==> config.mk <==
export PLATFORM = sky130hd
export DESIGN_NAME = mem_access_unit_flat
export DESIGN_NICKNAME = d
export VERILOG_FILES = /design/src/rtl/mem_access_unit_if.sv /design/src/rtl/mem_access_unit.sv /design/src/flat_wrapper.sv
export SDC_FILE = /design/constraint.sdc
export NUM_CORES = 1
export LEC_CHECK = 0
export ABC_AREA = 1
export ABC_CLOCK_PERIOD_IN_PS = 2530
export CORE_UTILIZATION = 30
export CTS_BUF_LIST = sky130_fd_sc_hd__clkbuf_16
export CTS_CLUSTER_DIAMETER = 40
export DETAILED_ROUTE_END_ITERATION = 16
export PLACE_DENSITY = 0.57
export SLEW_MARGIN = 15
export SYNTH_ARGS = -nofsm -noshare
export SYNTH_HDL_FRONTEND = slang
export SYNTH_SLANG_ARGS = --single-unit
==> constraint.sdc <==
create_clock -name clk -period 2.53 [get_ports clk]
set_clock_uncertainty 0.2 [all_clocks]
set_input_delay 0.3795 -clock clk [delete_from_list [all_inputs] [get_ports clk]]
set_output_delay 0.3795 -clock clk [all_outputs]
set_load 0.01 [all_outputs]
==> src/rtl/mem_access_unit_if.sv <==
// Pipeline request and word-memory bus for mem_access_unit.
// master: MEM stage plus data memory; slave: the unit itself.
interface mem_access_unit_if #(
  parameter int ADDR_W = 32
);
  logic              req_valid;
  logic              req_we;
  logic [1:0]        req_size;
  logic              req_unsigned;
  logic [ADDR_W-1:0] req_addr;
  logic [31:0]       req_wdata;
  logic              stall;
  logic [31:0]       load_data;
  logic              misalign;
  logic              mem_we;
  logic [ADDR_W-1:0] mem_a;
  logic [31:0]       mem_wd;
  logic [31:0]       mem_rd;

  modport master (
    output req_valid, req_we, req_size,
    output req_unsigned, req_addr, req_wdata,
    output mem_rd,
    input  stall, load_data, misalign,
    input  mem_we, mem_a, mem_wd
  );

  modport slave (
    input  req_valid, req_we, req_size,
    input  req_unsigned, req_addr, req_wdata,
    input  mem_rd,
    output stall, load_data, misalign,
    output mem_we, mem_a, mem_wd
  );
endinterface

==> src/rtl/mem_access_unit.sv <==
// Big-endian load/store unit; sb/sh as read-modify-write.
// Option: MEM_ACCESS_MISALIGN_TRAP_EN enables misalign trapping.
module mem_access_unit #(
  parameter int ADDR_W = 32
) (
  input logic         clk,
  input logic         rst_n,
  mem_access_unit_if.slave bus
);

  typedef enum logic {IDLE, WRITE} state_t;

  state_t            state;
  logic [ADDR_W-1:0] hold_a;
  logic [31:0]       hold_wd;

  logic [1:0]  off;
  logic        is_byte;
  logic        is_half;
  logic        is_word;
  logic        wr_state;
  logic        mis;
  logic        rmw;
  logic        sw;
  logic [7:0]  byte_sel;
  logic [15:0] half_sel;
  logic [31:0] ext;
  logic [31:0] merged;

  assign off      = bus.req_addr[1:0];
  assign is_byte  = (bus.req_size == 2'b00);
  assign is_half  = (bus.req_size == 2'b01);
  assign is_word  = bus.req_size[1];
  assign wr_state = (state == WRITE);

`ifdef MEM_ACCESS_MISALIGN_TRAP_EN
  assign mis = bus.req_valid & ~wr_state &
               ((is_half & off[0]) |
                (is_word & (off != 2'b00)));
`else
  assign mis = 1'b0;
`endif

  assign rmw = bus.req_valid & bus.req_we &
               ~is_word & ~mis;
  assign sw  = bus.req_valid & bus.req_we &
               is_word & ~mis;

  always_comb begin
    byte_sel = 8'h00;
    case (off)
      2'd0: byte_sel = bus.mem_rd[31:24];
      2'd1: byte_sel = bus.mem_rd[23:16];
      2'd2: byte_sel = bus.mem_rd[15:8];
      2'd3: byte_sel = bus.mem_rd[7:0];
      default: byte_sel = 8'h00;
    endcase
    half_sel = off[1] ? bus.mem_rd[15:0]
                      : bus.mem_rd[31:16];
  end

  always_comb begin
    ext    = bus.mem_rd;
    merged = bus.mem_rd;
    unique case (1'b1)
      is_byte: begin
        ext = {{24{~bus.req_unsigned & byte_sel[7]}},
               byte_sel};
        case (off)
          2'd0: merged[31:24] = bus.req_wdata[7:0];
          2'd1: merged[23:16] = bus.req_wdata[7:0];
          2'd2: merged[15:8]  = bus.req_wdata[7:0];
          2'd3: merged[7:0]   = bus.req_wdata[7:0];
          default: merged = bus.mem_rd;
        endcase
      end
      is_half: begin
        ext = {{16{~bus.req_unsigned & half_sel[15]}},
               half_sel};
        if (off[1])
          merged[15:0] = bus.req_wdata[15:0];
        else
          merged[31:16] = bus.req_wdata[15:0];
      end
      is_word: begin
        ext    = bus.mem_rd;
        merged = bus.req_wdata;
      end
    endcase
  end

  assign bus.misalign  = mis;
  assign bus.load_data = mis ? 32'h0 : ext;
  assign bus.mem_a     = wr_state ? hold_a : bus.req_addr;
  assign bus.mem_wd    = wr_state ? hold_wd : bus.req_wdata;
  // Reset gating keeps the memory and pipeline quiet while held.
  assign bus.mem_we    = rst_n & (wr_state | sw);
  assign bus.stall     = rst_n & ~wr_state & rmw;

  always_ff @(posedge clk or negedge rst_n) begin
    if (!rst_n) begin
      state   <= IDLE;
      hold_a  <= '0;
      hold_wd <= '0;
    end else begin
      unique case (state)
        IDLE: begin
          if (rmw) begin
            hold_a  <= bus.req_addr;
            hold_wd <= merged;
            state   <= WRITE;
          end
        end
        WRITE: state <= IDLE;
      endcase
    end
  end

endmodule

==> src/flat_wrapper.sv <==
// flat-port wrapper written by rule: the top's interface ports become plain ports
module mem_access_unit_flat 
#(
  parameter int ADDR_W = 32
)
  (clk, rst_n, bus_req_valid, bus_req_we, bus_req_size, bus_req_unsigned, bus_req_addr, bus_req_wdata, bus_mem_rd, bus_stall, bus_load_data, bus_misalign, bus_mem_we, bus_mem_a, bus_mem_wd);
  mem_access_unit_if #(.ADDR_W(ADDR_W)) bus_i ();
  input logic clk;
  input logic rst_n;
  input wire logic [$bits(bus_i.req_valid)-1:0] bus_req_valid;
  input wire logic [$bits(bus_i.req_we)-1:0] bus_req_we;
  input wire logic [$bits(bus_i.req_size)-1:0] bus_req_size;
  input wire logic [$bits(bus_i.req_unsigned)-1:0] bus_req_unsigned;
  input wire logic [$bits(bus_i.req_addr)-1:0] bus_req_addr;
  input wire logic [$bits(bus_i.req_wdata)-1:0] bus_req_wdata;
  input wire logic [$bits(bus_i.mem_rd)-1:0] bus_mem_rd;
  output wire logic [$bits(bus_i.stall)-1:0] bus_stall;
  output wire logic [$bits(bus_i.load_data)-1:0] bus_load_data;
  output wire logic [$bits(bus_i.misalign)-1:0] bus_misalign;
  output wire logic [$bits(bus_i.mem_we)-1:0] bus_mem_we;
  output wire logic [$bits(bus_i.mem_a)-1:0] bus_mem_a;
  output wire logic [$bits(bus_i.mem_wd)-1:0] bus_mem_wd;
  assign bus_i.req_valid = bus_req_valid;
  assign bus_i.req_we = bus_req_we;
  assign bus_i.req_size = bus_req_size;
  assign bus_i.req_unsigned = bus_req_unsigned;
  assign bus_i.req_addr = bus_req_addr;
  assign bus_i.req_wdata = bus_req_wdata;
  assign bus_i.mem_rd = bus_mem_rd;
  assign bus_stall = bus_i.stall;
  assign bus_load_data = bus_i.load_data;
  assign bus_misalign = bus_i.misalign;
  assign bus_mem_we = bus_i.mem_we;
  assign bus_mem_a = bus_i.mem_a;
  assign bus_mem_wd = bus_i.mem_wd;
  mem_access_unit #(.ADDR_W(ADDR_W)) u_core (.clk(clk), .rst_n(rst_n), .bus(bus_i));
endmodule
[Word-level counts from Yosys, hierarchy flattened]
Index checks and enable logic that the tools add are counted.
Word-level totals
  register bits: 65
Cells by class
  equal/unequal tests: 4
  mux-type cells: 14
  bitwise gates (word level): 12
  reduce and logical (&&, ||, !) cells: 3
Operator list (number)
  case mux 32 bit (3 select lines): 2
  two-way mux 32 bit: 2
  two-way mux 16 bit: 3
  two-way mux 8 bit: 4
  case mux 8 bit (4 select lines): 1
  bitwise AND 1 bit: 8
  equality test 2 x 1 -> 1 bit (second input constant): 2
  equality test 2 bit (second input constant): 2
  logical NOT 2 bit: 2
  inverter 1 bit: 3
  case mux 1 bit (2 select lines): 1
  AND reduction 2 bit: 1
  two-way mux 1 bit: 1
  bitwise OR 1 bit: 1

[Longest topological paths before layout]
  depth in word-level cells: 4
  depth in mapped cells: 9
  depth with buffers taken out: 7

[Worst setup path before layout]
Ideal clock, no wire load.
  kind: input to output
  start: in bus_req_addr[0]
  end: out bus_load_data[12]
  arrival: 1276 ps
  slack: 674 ps
  stages on the path: 7
  buffers on the path: 2
  cell sequence: buf_4 -> nor2_2 -> nand2_1 -> nand4_1 -> nand3_2 -> buf_2 -> nand2_1
Between the ends
  cells in the longest elaborated chain, start to end: 4
Ends and longest elaborated chain
  from (decl): RTL line flat_wrapper.sv:14  | input wire logic [$bits(bus_i.req_addr)-1:0] bus_req_addr;
  equality test 2 bit, or another cell as far along: RTL line mem_access_unit.sv:51  | case (off)
  case mux 8 bit (4 select lines) *: RTL line mem_access_unit.sv:51
  bitwise AND 1 bit *: RTL line mem_access_unit.sv:67  | ext = {{24{~bus.req_unsigned & byte_sel[7]}},
  case mux 32 bit (3 select lines) *: RTL line mem_access_unit.sv:65  | unique case (1'b1)
  to (decl): RTL line flat_wrapper.sv:18  | output wire logic [$bits(bus_i.load_data)-1:0] bus_load_data;
Mark *: on every way between the ends. The rest lies on a longest branch, timed or not.

[Final worst setup path]
  start: in bus_req_addr[0]
  end: out bus_load_data[6]
Between the ends
  cells in the longest elaborated chain, start to end: 3
Ends and longest elaborated chain (RTL line)
  equality test 2 bit, or another cell as far along: mem_access_unit.sv:51
  case mux 8 bit (4 select lines) *: mem_access_unit.sv:51
  case mux 32 bit (3 select lines) *: mem_access_unit.sv:65
Marked as above.

==> report_table.html <==
<table>
<tr><th>Metric</th><th>Value</th></tr>
<tr><th colspan="2">Outcome</th></tr>
<tr><td>Status</td><td>completed</td></tr>
<tr><th colspan="2">Hold path</th></tr>
<tr><td>Number of cells on the worst hold path</td><td>2</td></tr>
<tr><td>Destination of the worst hold path</td><td>u_core.hold_a[21]</td></tr>
<tr><td>Classification of the worst-slack hold path</td><td>reg2reg</td></tr>
<tr><td>Hold Path Origin</td><td>u_core.hold_a[21]</td></tr>
<tr><th colspan="2">Pwr</th></tr>
<tr><td>Maximum vdd drop</td><td>0.355 mV</td></tr>
<tr><td>Power density cells</td><td>481 mW/mm²</td></tr>
<tr><td>Static leakage power</td><td>0.00410 µW</td></tr>
<tr><th colspan="2">Critical path</th></tr>
<tr><td>Worst path required time</td><td>1.95 ns</td></tr>
<tr><td>Max stage delay on crit path</td><td>0.42 ns</td></tr>
<tr><td>Worst-path maximum fanout</td><td>6</td></tr>
<tr><td>Cell with the biggest individual delay on the critical path</td><td>sky130_fd_sc_hd__clkdlybuf4s50_1</td></tr>
<tr><td>Critical Path, Cell by Cell</td><td>clkdlybuf4s50_1 -&gt; buf_4 -&gt; inv_2 -&gt; nand2_1 -&gt; o21ai_0 -&gt; nand2_1 -&gt; nand2_1 -&gt; nand2_1 -&gt; dlygate4sd2_1</td></tr>
<tr><td>Reg-to-reg startpoint</td><td>u_core.state</td></tr>
<tr><td>Critical path data arrival time</td><td>1.89 ns</td></tr>
<tr><td>Critical path type</td><td>in2out</td></tr>
<tr><td>Worst reg-to-reg setup slack</td><td>0.47 ns</td></tr>
<tr><td>Dominant cell type by count on the critical path</td><td>sky130_fd_sc_hd__nand2_1</td></tr>
<tr><td>Kind of start point of the critical path</td><td>input pin</td></tr>
<tr><td>Worst reg2reg path depth</td><td>7</td></tr>
<tr><td>Crit. End Element</td><td>primary output</td></tr>
<tr><td>Reg-to-reg critical path endpoint</td><td>u_core.hold_wd[27]</td></tr>
<tr><th colspan="2">Job</th></tr>
<tr><td>Max-cap check violation count</td><td>0</td></tr>
<tr><th colspan="2">Placed design</th></tr>
<tr><td>Number of port buffers</td><td>200</td></tr>
<tr><td>Global placer's final weighted congestion</td><td>0.931</td></tr>
<tr><td>Post-DP HPWL</td><td>14400 µm</td></tr>
<tr><td>Placed inst area</td><td>0.00784 mm²</td></tr>
<tr><th colspan="2">Synthesis</th></tr>
<tr><td>Mean post-synth cell area</td><td>6.02 µm²</td></tr>
<tr><td>Share of Yosys cell area claimed by the top area cell type</td><td>30.8%</td></tr>
<tr><td>Syn_nets</td><td>981</td></tr>
<tr><td>Post-synth design cell area</td><td>0.00529 mm²</td></tr>
<tr><td>Largest family of logic cells by synthesized area</td><td>simple AND/OR/NAND/NOR gates</td></tr>
<tr><td>Area share of and/or/nand/nor cells after synthesis</td><td>35.3%</td></tr>
<tr><td>Share of synthesized cell area in full adder, half adder and majority cells</td><td>0%</td></tr>
<tr><td>Instance count of the mapped netlist</td><td>878</td></tr>
<tr><td>Cell types with the largest area share after synthesis</td><td>sky130_fd_sc_hd__dfrtp_1 (31%), sky130_fd_sc_hd__nand2_1 (22%), sky130_fd_sc_hd__o21ai_0 (8.4%)</td></tr>
<tr><td>Register area share after synthesis</td><td>30.8%</td></tr>
<tr><td>Xor and xnor fraction of the mapped netlist area</td><td>0%</td></tr>
<tr><td>Top cell type by total area after synthesis</td><td>sky130_fd_sc_hd__dfrtp_1</td></tr>
<tr><td>Multiplexer share of the synthesized area</td><td>0%</td></tr>
<tr><td>Complex-gate fraction of the synthesized area</td><td>18.9%</td></tr>
<tr><td>Count of yosys warnings during synthesis</td><td>0</td></tr>
<tr><td>Flop and latch count out of synthesis</td><td>65</td></tr>
<tr><td>Distinct cell type count after synthesis</td><td>26</td></tr>
<tr><th colspan="2">GRT</th></tr>
<tr><td>Overall overflow remaining after global route</td><td>0</td></tr>
<tr><td>Global-route wire length before repair</td><td>30400 µm</td></tr>
<tr><td>Overall global routing resource usage</td><td>21.5%</td></tr>
<tr><td>Largest net degree at the start of global routing</td><td>75</td></tr>
<tr><td>Number of global-route vias before repair</td><td>5584</td></tr>
<tr><td>Initial antenna violation count</td><td>1</td></tr>
<tr><th colspan="2">Clocking</th></tr>
<tr><td>CTS buffer count</td><td>9</td></tr>
<tr><td>Number of levels the H-tree was split into</td><td>3</td></tr>
<tr><td>Number of buffers on the longest clock path</td><td>2</td></tr>
<tr><td>Sinks on Clock Net</td><td>65</td></tr>
<tr><td>Clock tree root driver cell</td><td>sky130_fd_sc_hd__clkbuf_16</td></tr>
<tr><td>Clock slew seen by the registers of the worst setup and hold paths</td><td>0.06 ns</td></tr>
<tr><td>TritonCTS clock tree</td><td>built</td></tr>
<tr><td>Clk Latency, worst-skew pair</td><td>0.34 ns</td></tr>
<tr><th colspan="2">Timing</th></tr>
<tr><td>Final TNS setup</td><td>0 ns</td></tr>
<tr><td>Post-layout min period</td><td>2.47 ns</td></tr>
<tr><td>Achievable clock frequency</td><td>405 MHz</td></tr>
<tr><td>Final setup fails</td><td>0</td></tr>
<tr><td>Worst-Margin Slew</td><td>0.789 ns</td></tr>
<tr><td>Hold Violations, Final</td><td>0</td></tr>
<tr><td>Number of max-slew violations in the final report</td><td>0</td></tr>
<tr><td>Slew headroom</td><td>47.4%</td></tr>
<tr><td>Fin crit share</td><td>97.5%</td></tr>
<tr><td>Setup repair after global routing missed its margin</td><td>yes</td></tr>
<tr><th colspan="2">Die</th></tr>
<tr><td>Starting utilization of the core area</td><td>30.7%</td></tr>
<tr><td>Vert. Die Dim</td><td>135 µm</td></tr>
<tr><td>Die Width</td><td>135 µm</td></tr>
<tr><td>Core box area</td><td>0.0172 mm²</td></tr>
<tr><td>Total I/O pin count</td><td>202</td></tr>
<tr><td>Total number of placement rows</td><td>48</td></tr>
<tr><td>Die ar.</td><td>0.0182 mm²</td></tr>
<tr><th colspan="2">Drt</th></tr>
<tr><td>Wire length reported by the detailed router</td><td>19200 µm</td></tr>
<tr><td>Initial drt markers</td><td>417</td></tr>
<tr><td>Drt drc</td><td>0</td></tr>
<tr><td>Routed WL per cell</td><td>14.3 µm</td></tr>
<tr><td>Via count</td><td>6225</td></tr>
<tr><td>Antenna-violating nets left</td><td>0</td></tr>
<tr><td>Detailed-router iteration count before antenna repair</td><td>5</td></tr>
<tr><td>Vias per cell</td><td>4.65</td></tr>
<tr><th colspan="2">Cells and area</th></tr>
<tr><td>Share of cells above drive strength 1</td><td>11.7%</td></tr>
<tr><td>Number of nets in the finished design</td><td>1212</td></tr>
<tr><td>Non-Filler Cell Area, Final</td><td>0.00820 mm²</td></tr>
<tr><td>Commonest non-fill, non-tap cells in the layout</td><td>sky130_fd_sc_hd__nand2_1 (311), sky130_fd_sc_hd__clkdlybuf4s50_1 (163), sky130_fd_sc_hd__inv_1 (113)</td></tr>
<tr><td>Most common cell after layout, fill and taps aside</td><td>sky130_fd_sc_hd__nand2_1</td></tr>
<tr><td>Area delta synth-&gt;final</td><td>55.1%</td></tr>
<tr><td>Number of fillers in the final layout</td><td>1874</td></tr>
</table>
[critical path, delay by kind of cell]
kind | cells | cell delay [ns]
AO/OA/AOI/OAI | 1 | 0.21
buffers and inverters | 4 | 0.95
AND/OR/NAND/NOR | 4 | 0.35
[cell families after synthesis]
group / after synthesis
buf+inv: 177
simple gates: 455
flops: 65
compound gates: 180
other cells: 1
[area by class of cell]
class	instances	area [µm²]	area share, %
clock inverters	7	85.1	1.04
diodes	1	2.50	0.0305
repair buffers	277	2630	32.1
inverters	120	455	5.55
well taps	225	282	3.43
clock buffers	9	225	2.75
flip-flops and latches	65	1630	19.9
multi-input cells	636	2890	35.2
[power breakdown]
group	switching (µW)	internal, µW
clock	471	852
combinational	657	643
sequential	84.6	1230
total	1210	2730
[registers in the layout (all words and copies together) (netlist names)]
| name | cells |
|---|---|
| u_core.hold_a | 32 |
| u_core.hold_wd | 32 |
| u_core.state | 1 |
[worst max path at each step]
stage / start / endpoint / slack, ns
3_5_place_dp: bus_req_size[0] / bus_load_data[8] / -0.28
4_1_cts: u_core.state / bus_mem_wd[18] / 0.002
3_3_place_gp: bus_req_size[0] / bus_load_data[8] / -0.29
6_report: bus_req_addr[0] / bus_load_data[6] / 0.06
2_1_floorplan: bus_req_addr[0] / bus_load_data[12] / 0.67
5_1_grt: bus_req_addr[0] / bus_load_data[2] / -0.04
[layer usage]
metal / vias to the layer above / global-route usage [%] / wire (µm)
met3: 22 / 4.88 / 1610
met1: 2724 / 30.3 / 9040
met5: - / 0 / 0
met4: 0 / 7.12 / 338
li1: 3239 / - / -
met2: 240 / 32.3 / 8210
[per-stage QoR]
| stage | std cells | hold WS (ns) | setup slack (ns) | total power (µW) | util (%) |
|---|---|---|---|---|---|
| 2_1_floorplan | 878 | -0.116 | 0.674 | 1980 | - |
| 3_3_place_gp | 1319 | 0.263 | -0.288 | 2650 | 45.5 |
| 3_5_place_dp | 1319 | 0.267 | -0.282 | 2660 | 45.5 |
| 4_1_cts | 1337 | 0.282 | 0.00159 | 3990 | 47.3 |
| 5_1_grt | 1339 | 0.292 | -0.0421 | 4210 | 47.6 |
| 6_report | 1340 | 0.278 | 0.0631 | 3940 | 47.6 |
[what timing repair did]
action | 4_1_cts | 5_1_grt
endpoints found under the hold margin | 7 | 0
resized for setup | 43 | 11
hold buffers | 1 | 0
pin swaps | 0 | 1
setup endpoints to repair | 32 | 34
setup buffers | 1 | 2
[synthesized netlist by cell type]
library cell	count
sky130_fd_sc_hd__conb_1	1
sky130_fd_sc_hd__nand2_1	313
sky130_fd_sc_hd__buf_6	10
sky130_fd_sc_hd__buf_2	21
sky130_fd_sc_hd__a21oi_1	32
sky130_fd_sc_hd__nand3_2	1
sky130_fd_sc_hd__inv_1	113
sky130_fd_sc_hd__nand4_1	6
sky130_fd_sc_hd__o21ai_0	89
sky130_fd_sc_hd__buf_4	7
sky130_fd_sc_hd__nand3_1	67
sky130_fd_sc_hd__clkbuf_1	14
sky130_fd_sc_hd__nand2_2	1
sky130_fd_sc_hd__nor2_1	51
sky130_fd_sc_hd__buf_1	5
sky130_fd_sc_hd__or2_2	11
sky130_fd_sc_hd__o21ai_2	10
sky130_fd_sc_hd__nor2_2	3
sky130_fd_sc_hd__inv_2	7
sky130_fd_sc_hd__o22ai_1	1
sky130_fd_sc_hd__o21ai_1	24
sky130_fd_sc_hd__a22oi_1	3
sky130_fd_sc_hd__nor3_4	1
sky130_fd_sc_hd__nor3_1	1
sky130_fd_sc_hd__o211ai_1	21
sky130_fd_sc_hd__dfrtp_1	65
Note: power is estimated with default switching activity, not from simulation.
